==> src/rtl/div_pkg.sv <==
// Shared types and helpers for the sequential restoring divider.
package div_pkg;

  // Controller states: waiting for a request, iterating, presenting the result.
  typedef enum logic [1:0] {
    IDLE = 2'd0,
    RUN  = 2'd1,
    DONE = 2'd2
  } div_state_t;

  // Width of the iteration counter, which must hold the value N-1.
  // It is kept at least one bit wide so that it stays a legal vector.
  function automatic int cnt_w(input int n);
    return (n > 1) ? $clog2(n) : 1;
  endfunction

endpackage

==> src/rtl/div_step.sv <==
// One restoring-division step: shift the next dividend bit into the partial
// remainder, and subtract the divisor if the result is at least the divisor.
module div_step #(
  parameter int N = 4
) (
  input  logic [N:0]   rem_i,
  input  logic         bit_i,
  input  logic [N-1:0] b_i,
  output logic [N:0]   rem_o,
  output logic         q_o
);

  logic [N:0] rem_sh;
  logic [N:0] rem_sub;
  logic       ge;

  // Shift, compare and conditionally subtract.
  always_comb begin
    rem_sh  = {rem_i[N-1:0], bit_i};
    rem_sub = rem_sh - {1'b0, b_i};
    // The top remainder bit is always 0 because the remainder stays below B.
    // If it were ever set, the shifted value would exceed any divisor, so it
    // forces a subtract.
    ge      = rem_i[N] | (rem_sh >= {1'b0, b_i});
    q_o     = ge;
    rem_o   = ge ? rem_sub : rem_sh;
  end

endmodule

==> src/rtl/seq_div.sv <==
// Sequential restoring divider: 2N-bit dividend / N-bit divisor, one quotient
// bit per clock, with quotient-overflow (v) and divide-by-zero (dz) flags.
module seq_div
  import div_pkg::*;
#(
  parameter int N = 4  // must be at least 2
) (
  input  logic           clk,
  input  logic           rst,
  input  logic           start,
  input  logic [2*N-1:0] A,
  input  logic [N-1:0]   B,
  output logic [N-1:0]   Q,
  output logic [N-1:0]   R,
  output logic           v,
  output logic           dz,
  output logic           busy,
  output logic           done
);

  localparam int CW = cnt_w(N);

  div_state_t    state_q, state_d;
  logic [N:0]    rem_q, rem_d;     // partial remainder
  logic [N-1:0]  sh_q, sh_d;       // dividend bits out at the top, quotient bits in at the bottom
  logic [N-1:0]  b_q, b_d;         // captured divisor
  logic [CW-1:0] cnt_q, cnt_d;     // steps remaining minus one
  logic [N-1:0]  quo_q, quo_d;
  logic [N-1:0]  rmd_q, rmd_d;
  logic          v_q, v_d;
  logic          dz_q, dz_d;

  logic [N:0]    step_rem;
  logic          step_qbit;

  div_step #(.N(N)) u_step (
    .rem_i (rem_q),
    .bit_i (sh_q[N-1]),
    .b_i   (b_q),
    .rem_o (step_rem),
    .q_o   (step_qbit)
  );

  // Next-state and datapath control; everything holds unless changed below.
  always_comb begin
    state_d = state_q;
    rem_d   = rem_q;
    sh_d    = sh_q;
    b_d     = b_q;
    cnt_d   = cnt_q;
    quo_d   = quo_q;
    rmd_d   = rmd_q;
    v_d     = v_q;
    dz_d    = dz_q;

    case (state_q)
      IDLE: begin
        if (start) begin
          b_d   = B;
          quo_d = '0;
          rmd_d = '0;
          v_d   = 1'b0;
          dz_d  = 1'b0;
          if (B == '0) begin
            dz_d    = 1'b1;
            quo_d   = '1;
            state_d = DONE;
          end else if (A[2*N-1:N] >= B) begin
            // The quotient needs more than N bits: report overflow at once.
            v_d     = 1'b1;
            quo_d   = '1;
            state_d = DONE;
          end else begin
            rem_d   = {1'b0, A[2*N-1:N]};
            sh_d    = A[N-1:0];
            cnt_d   = CW'(N - 1);
            state_d = RUN;
          end
        end
      end

      RUN: begin
        rem_d = step_rem;
        sh_d  = {sh_q[N-2:0], step_qbit};
        if (cnt_q == '0) begin
          quo_d   = {sh_q[N-2:0], step_qbit};
          rmd_d   = step_rem[N-1:0];
          state_d = DONE;
        end else begin
          cnt_d = cnt_q - 1'b1;
        end
      end

      DONE: begin
        // start is deliberately not looked at here; it is not queued.
        state_d = IDLE;
      end

      default: state_d = IDLE;
    endcase
  end

  // State and datapath registers with synchronous reset.
  always_ff @(posedge clk) begin
    if (rst) begin
      state_q <= IDLE;
      rem_q   <= '0;
      sh_q    <= '0;
      b_q     <= '0;
      cnt_q   <= '0;
      quo_q   <= '0;
      rmd_q   <= '0;
      v_q     <= 1'b0;
      dz_q    <= 1'b0;
    end else begin
      state_q <= state_d;
      rem_q   <= rem_d;
      sh_q    <= sh_d;
      b_q     <= b_d;
      cnt_q   <= cnt_d;
      quo_q   <= quo_d;
      rmd_q   <= rmd_d;
      v_q     <= v_d;
      dz_q    <= dz_d;
    end
  end

  assign Q    = quo_q;
  assign R    = rmd_q;
  assign v    = v_q;
  assign dz   = dz_q;
  assign busy = (state_q == RUN);
  assign done = (state_q == DONE);

endmodule

==> config.mk <==
export PLATFORM = sky130hd
export DESIGN_NAME = seq_div
export DESIGN_NICKNAME = d
export VERILOG_FILES = /design/src/rtl/div_pkg.sv /design/src/rtl/div_step.sv /design/src/rtl/seq_div.sv
export SDC_FILE = /design/constraint.sdc
export NUM_CORES = 1
export LEC_CHECK = 0
export ABC_AREA = 1
export CORE_AREA = 2 2 61 63
export DETAILED_ROUTE_END_ITERATION = 16
export DIE_AREA = 0 0 63 65
export HOLD_SLACK_MARGIN = 0.05
export PLACE_DENSITY_LB_ADDON = 0.2
export SKIP_CTS_REPAIR_TIMING = 1
export SLEW_MARGIN = 0
export SYNTH_ARGS = -nofsm -noshare
export SYNTH_HDL_FRONTEND = slang
export SYNTH_HIERARCHICAL = 1
export SYNTH_SLANG_ARGS = --single-unit
==> constraint.sdc <==
create_clock -name clk -period 5.05 [get_ports clk]
set_input_delay 1.01 -clock clk [delete_from_list [all_inputs] [get_ports clk]]
set_output_delay 1.01 -clock clk [all_outputs]
set_load 0.01 [all_outputs]
==> results by group <==
Run status
  • Outcome: completed

Power and ir drop
  • Clock group share of total power: ~15%
  • Combinational power share: between 40% and 50%
  • Seq pwr share: 39.8%
  • Internal: 393.3 uW
  • Max rail drop VDD: 0.1229 mV
  • Leakage power: roughly 0.99 nW
  • Pwr/cell area: between 300 and 400 nW/um2
  • Net Sw Power: 267.4 uW
  • Switch share: slightly above 40%

Run
  • Max-cap violations: 0

Setup path
  • Startpoint Class: register
  • CP peak stage delay: roughly 0.60 ns
  • CP max FO: 12
  • Arrival time at the worst endpoint: a little under 2 ns
  • Critical-path cell list: nand2_2 > inv_2 > clkdlybuf4s50_1
  • Total buffers and inverters traversed by the critical path: 2
  • Crit path required time: 4.04 ns
  • Crit-path leading delay family: buffers and inverters
  • Slowest stage cell, crit path: clkdlybuf4s50_1
  • Crit Path Category: reg2out
  • Crit. End Element: output pin

Min path
  • Hold WC Path Type: reg2reg

Clock network
  • Total CTS buffers: 3
  • CTS Sinks: 27
  • CTS tree: done
  • H-Tree Level Count: 1
  • Root Buffer: clkbuf_4
  • Clock Pin Slew Worst Setup and Hold Paths: between 0.15 and 0.2 ns
  • Clock buffer depth: 2
  • Clk_lat worst skew: 0.34 ns

Yosys
  • Largest cells by area after synthesis: dfxtp_1 31%, nand2_1 12%, inv_1 8.7%
  • Ys flop type: dfxtp_1
  • Flops & latches, synth: 27
  • Post-synthesis sequential area ratio: 31.19%
  • Post-synth EDFFs: 0
  • Post-synth ARST share: 0%
  • Synth Warn #: 6
  • Gate Count Post-Synth: ~250
  • Mapped Area: 1733 um2
  • Yosys top cell area share: a little under a third
  • Syn Nets: around 270
  • Yosys top cell by area: dfxtp_1
  • Count of cell types in the netlist: 25
  • Syn_area_per_cell: roughly 7 um2

GRT
  • Largest net degree at the start of global routing: 23
  • Vias in the first global route: about 1500
  • Overflow after GRT: 0
  • Initial antenna violation count: 0
  • First-pass GRT wire length: 6.423 mm
  • Total track usage: 19.81%

Route
  • Routed wire per std cell: approximately 11 um
  • Number of iterations in the first detailed-routing pass: 4
  • DR vias: ~1500
  • 1st-iter DRT viols: 80
  • Final Routed Wirelength: between 3 and 4 mm
  • DR vias/cell: approximately 4.7
  • Residual DRC count: 0
  • ANT nets after route: 0

Floorplan
  • I/O Pins: 27
  • Die extent in x: between 60 and 70 um
  • Core area: around 3500 um2
  • Rows: 22
  • Full die area: roughly 4000 um2
  • Initial Util: between 40 and 50%
  • Die Y: between 60 and 70 um

STA
  • Setup TNS: 0 ns
  • Slew margin rel.: slightly below 60%
  • Fmax: around 340 MHz
  • Worst Skew: 0.001424 ns
  • RSZ-0062 raised after global routing: no
  • Period utilization: 58.28%
  • Final Critical Period: about 2.9 ns
  • Fin. Hold Viols: 0
  • Slew Limit Fails: 0
  • Worst-margin pin slew: ~0.63 ns
  • Final setup vio count: 0

Cells and area
  • Final Non-Filler Cells: roughly 320
  • Fin area: ~2000 um2
  • Ant. Diodes: 0
  • Area grow syn2layout: 15.60%
  • Nets@finish: a little under 300
  • Share of cells above drive strength 1: around 11%

Place
  • Hpwl dp: between 2 and 3 mm
  • IO Port Bufs: 26
  • Placed cells: 315
  • Final RePlAce weighted congestion: ~0.8
  • DP Area: 1973 um2
## metal layers
metal  wire length [um]  GRT usage (%)  vias up
met3                108          2.778        4
li1                   -              -      826
met4                 48          6.667        0
met5                  0              0        -
met1               1764          25.05      655
met2               1628          34.57       30
## synth_stat cells, types with 2 or more instances
cell,n
nand2_1,57
inv_1,40
dfxtp_1,27
a21oi_1,22
nand3_1,20
nor2_1,20
nand2_2,11
o21ai_0,11
ha_1,9
buf_6,5
a31oi_1,4
nand2_4,4
nor2_4,3
inv_2,2
nand3_2,2
o21ai_1,2
## power by group through the flow
| stage | Combinational [mW] | Sequential [mW] | Clock [mW] |
|---|---|---|---|
| floorplan | 0.228 | 0.270 | 0 |
| global placement | 0.292 | 0.267 | 0 |
| detailed placement | 0.298 | 0.268 | 0 |
| CTS | 0.298 | 0.263 | 0.103 |
| global route | 0.338 | 0.267 | 0.111 |
| finish | 0.296 | 0.263 | 0.101 |
## logic make-up after synthesis
group           Yosys count  share of synthesized area, %
xor+xnor                  1                        0.5055
simple gates            120                         34.37
fa+ha+maj                10                         7.654
flops                    27                         31.19
compound gates           41                         12.56
buf+inv                  49                         13.72
## registers in the layout, summed over array words and instances (netlist names)
register / cells
sh_q: 4
v: 1
b_q: 4
state_q: 2
cnt_q: 2
rem_q: 5
Q: 4
dz: 1
R: 4
## cells in the final DEF (no fill, tap or decap)
| cell type | instances |
|---|---|
| a21oi_1 | 22 |
| a21oi_2 | 1 |
| a31oi_1 | 4 |
| clkbuf_4 | 3 |
| clkdlybuf4s50_1 | 26 |
| clkinvlp_4 | 1 |
| dfxtp_1 | 27 |
| fa_1 | 1 |
| ha_1 | 9 |
| inv_1 | 40 |
| inv_2 | 2 |
| nand2_1 | 57 |
| nand2_2 | 11 |
| nand2_4 | 4 |
| nand2_8 | 1 |
| nand3_1 | 20 |
| nand3_2 | 2 |
| nand4_2 | 1 |
| nor2_1 | 20 |
| nor2_4 | 3 |
| o21ai_0 | 11 |
| o21ai_1 | 2 |
| o21ai_2 | 1 |
| or2_1 | 1 |
| xnor2_1 | 1 |
## tightest hold or removal path: cells and delay by family (launching register included)
| kind | cells | cell delay (ns) |
|---|---|---|
| AO/OA/AOI/OAI | 1 | 0.06 |
| flip-flops | 1 | 0.34 |
| AND/OR/NAND/NOR | 1 | 0.06 |
## final timing paths
path	start	end	slack [ns]	cells after the start
worst max-delay path	state_q[0]$_SDFFE_PP0P_	busy	2.11	3
worst max register to register	b_q[1]$_SDFFE_PP0P_	rem_q[0]$_SDFFE_PP0P_	3.17	14
worst min register to register	v$_SDFFE_PP0P_	v$_SDFFE_PP0P_	0.49	2
worst min-delay path	v$_SDFFE_PP0P_	v$_SDFFE_PP0P_	0.49	2
## area by class of cell
class	count	area [um2]
fillers	377	1493
multi-input cells	172	954.7
flip-flops and latches	27	540.5
repair buffers	26	260.3
inverters	42	157.7
well taps	48	60.06
clock buffers	3	22.52
clock inverters	1	7.507
## per-stage QoR
stage / worst slack [ns] / hold slack, ns / power (mW) / util (%)
2_1_floorplan: 2.916 / 0.4618 / 0.4980 / -
3_3_place_gp: 2.362 / 0.4613 / 0.5592 / 56.44
3_5_place_dp: 2.298 / 0.4607 / 0.5655 / 56.44
4_1_cts: 2.085 / 0.4841 / 0.6649 / 57.30
5_1_grt: 1.975 / 0.5247 / 0.7160 / 57.30
6_report: 2.107 / 0.4861 / 0.6607 / 57.30
Note: power is estimated with default switching activity, not from simulation.
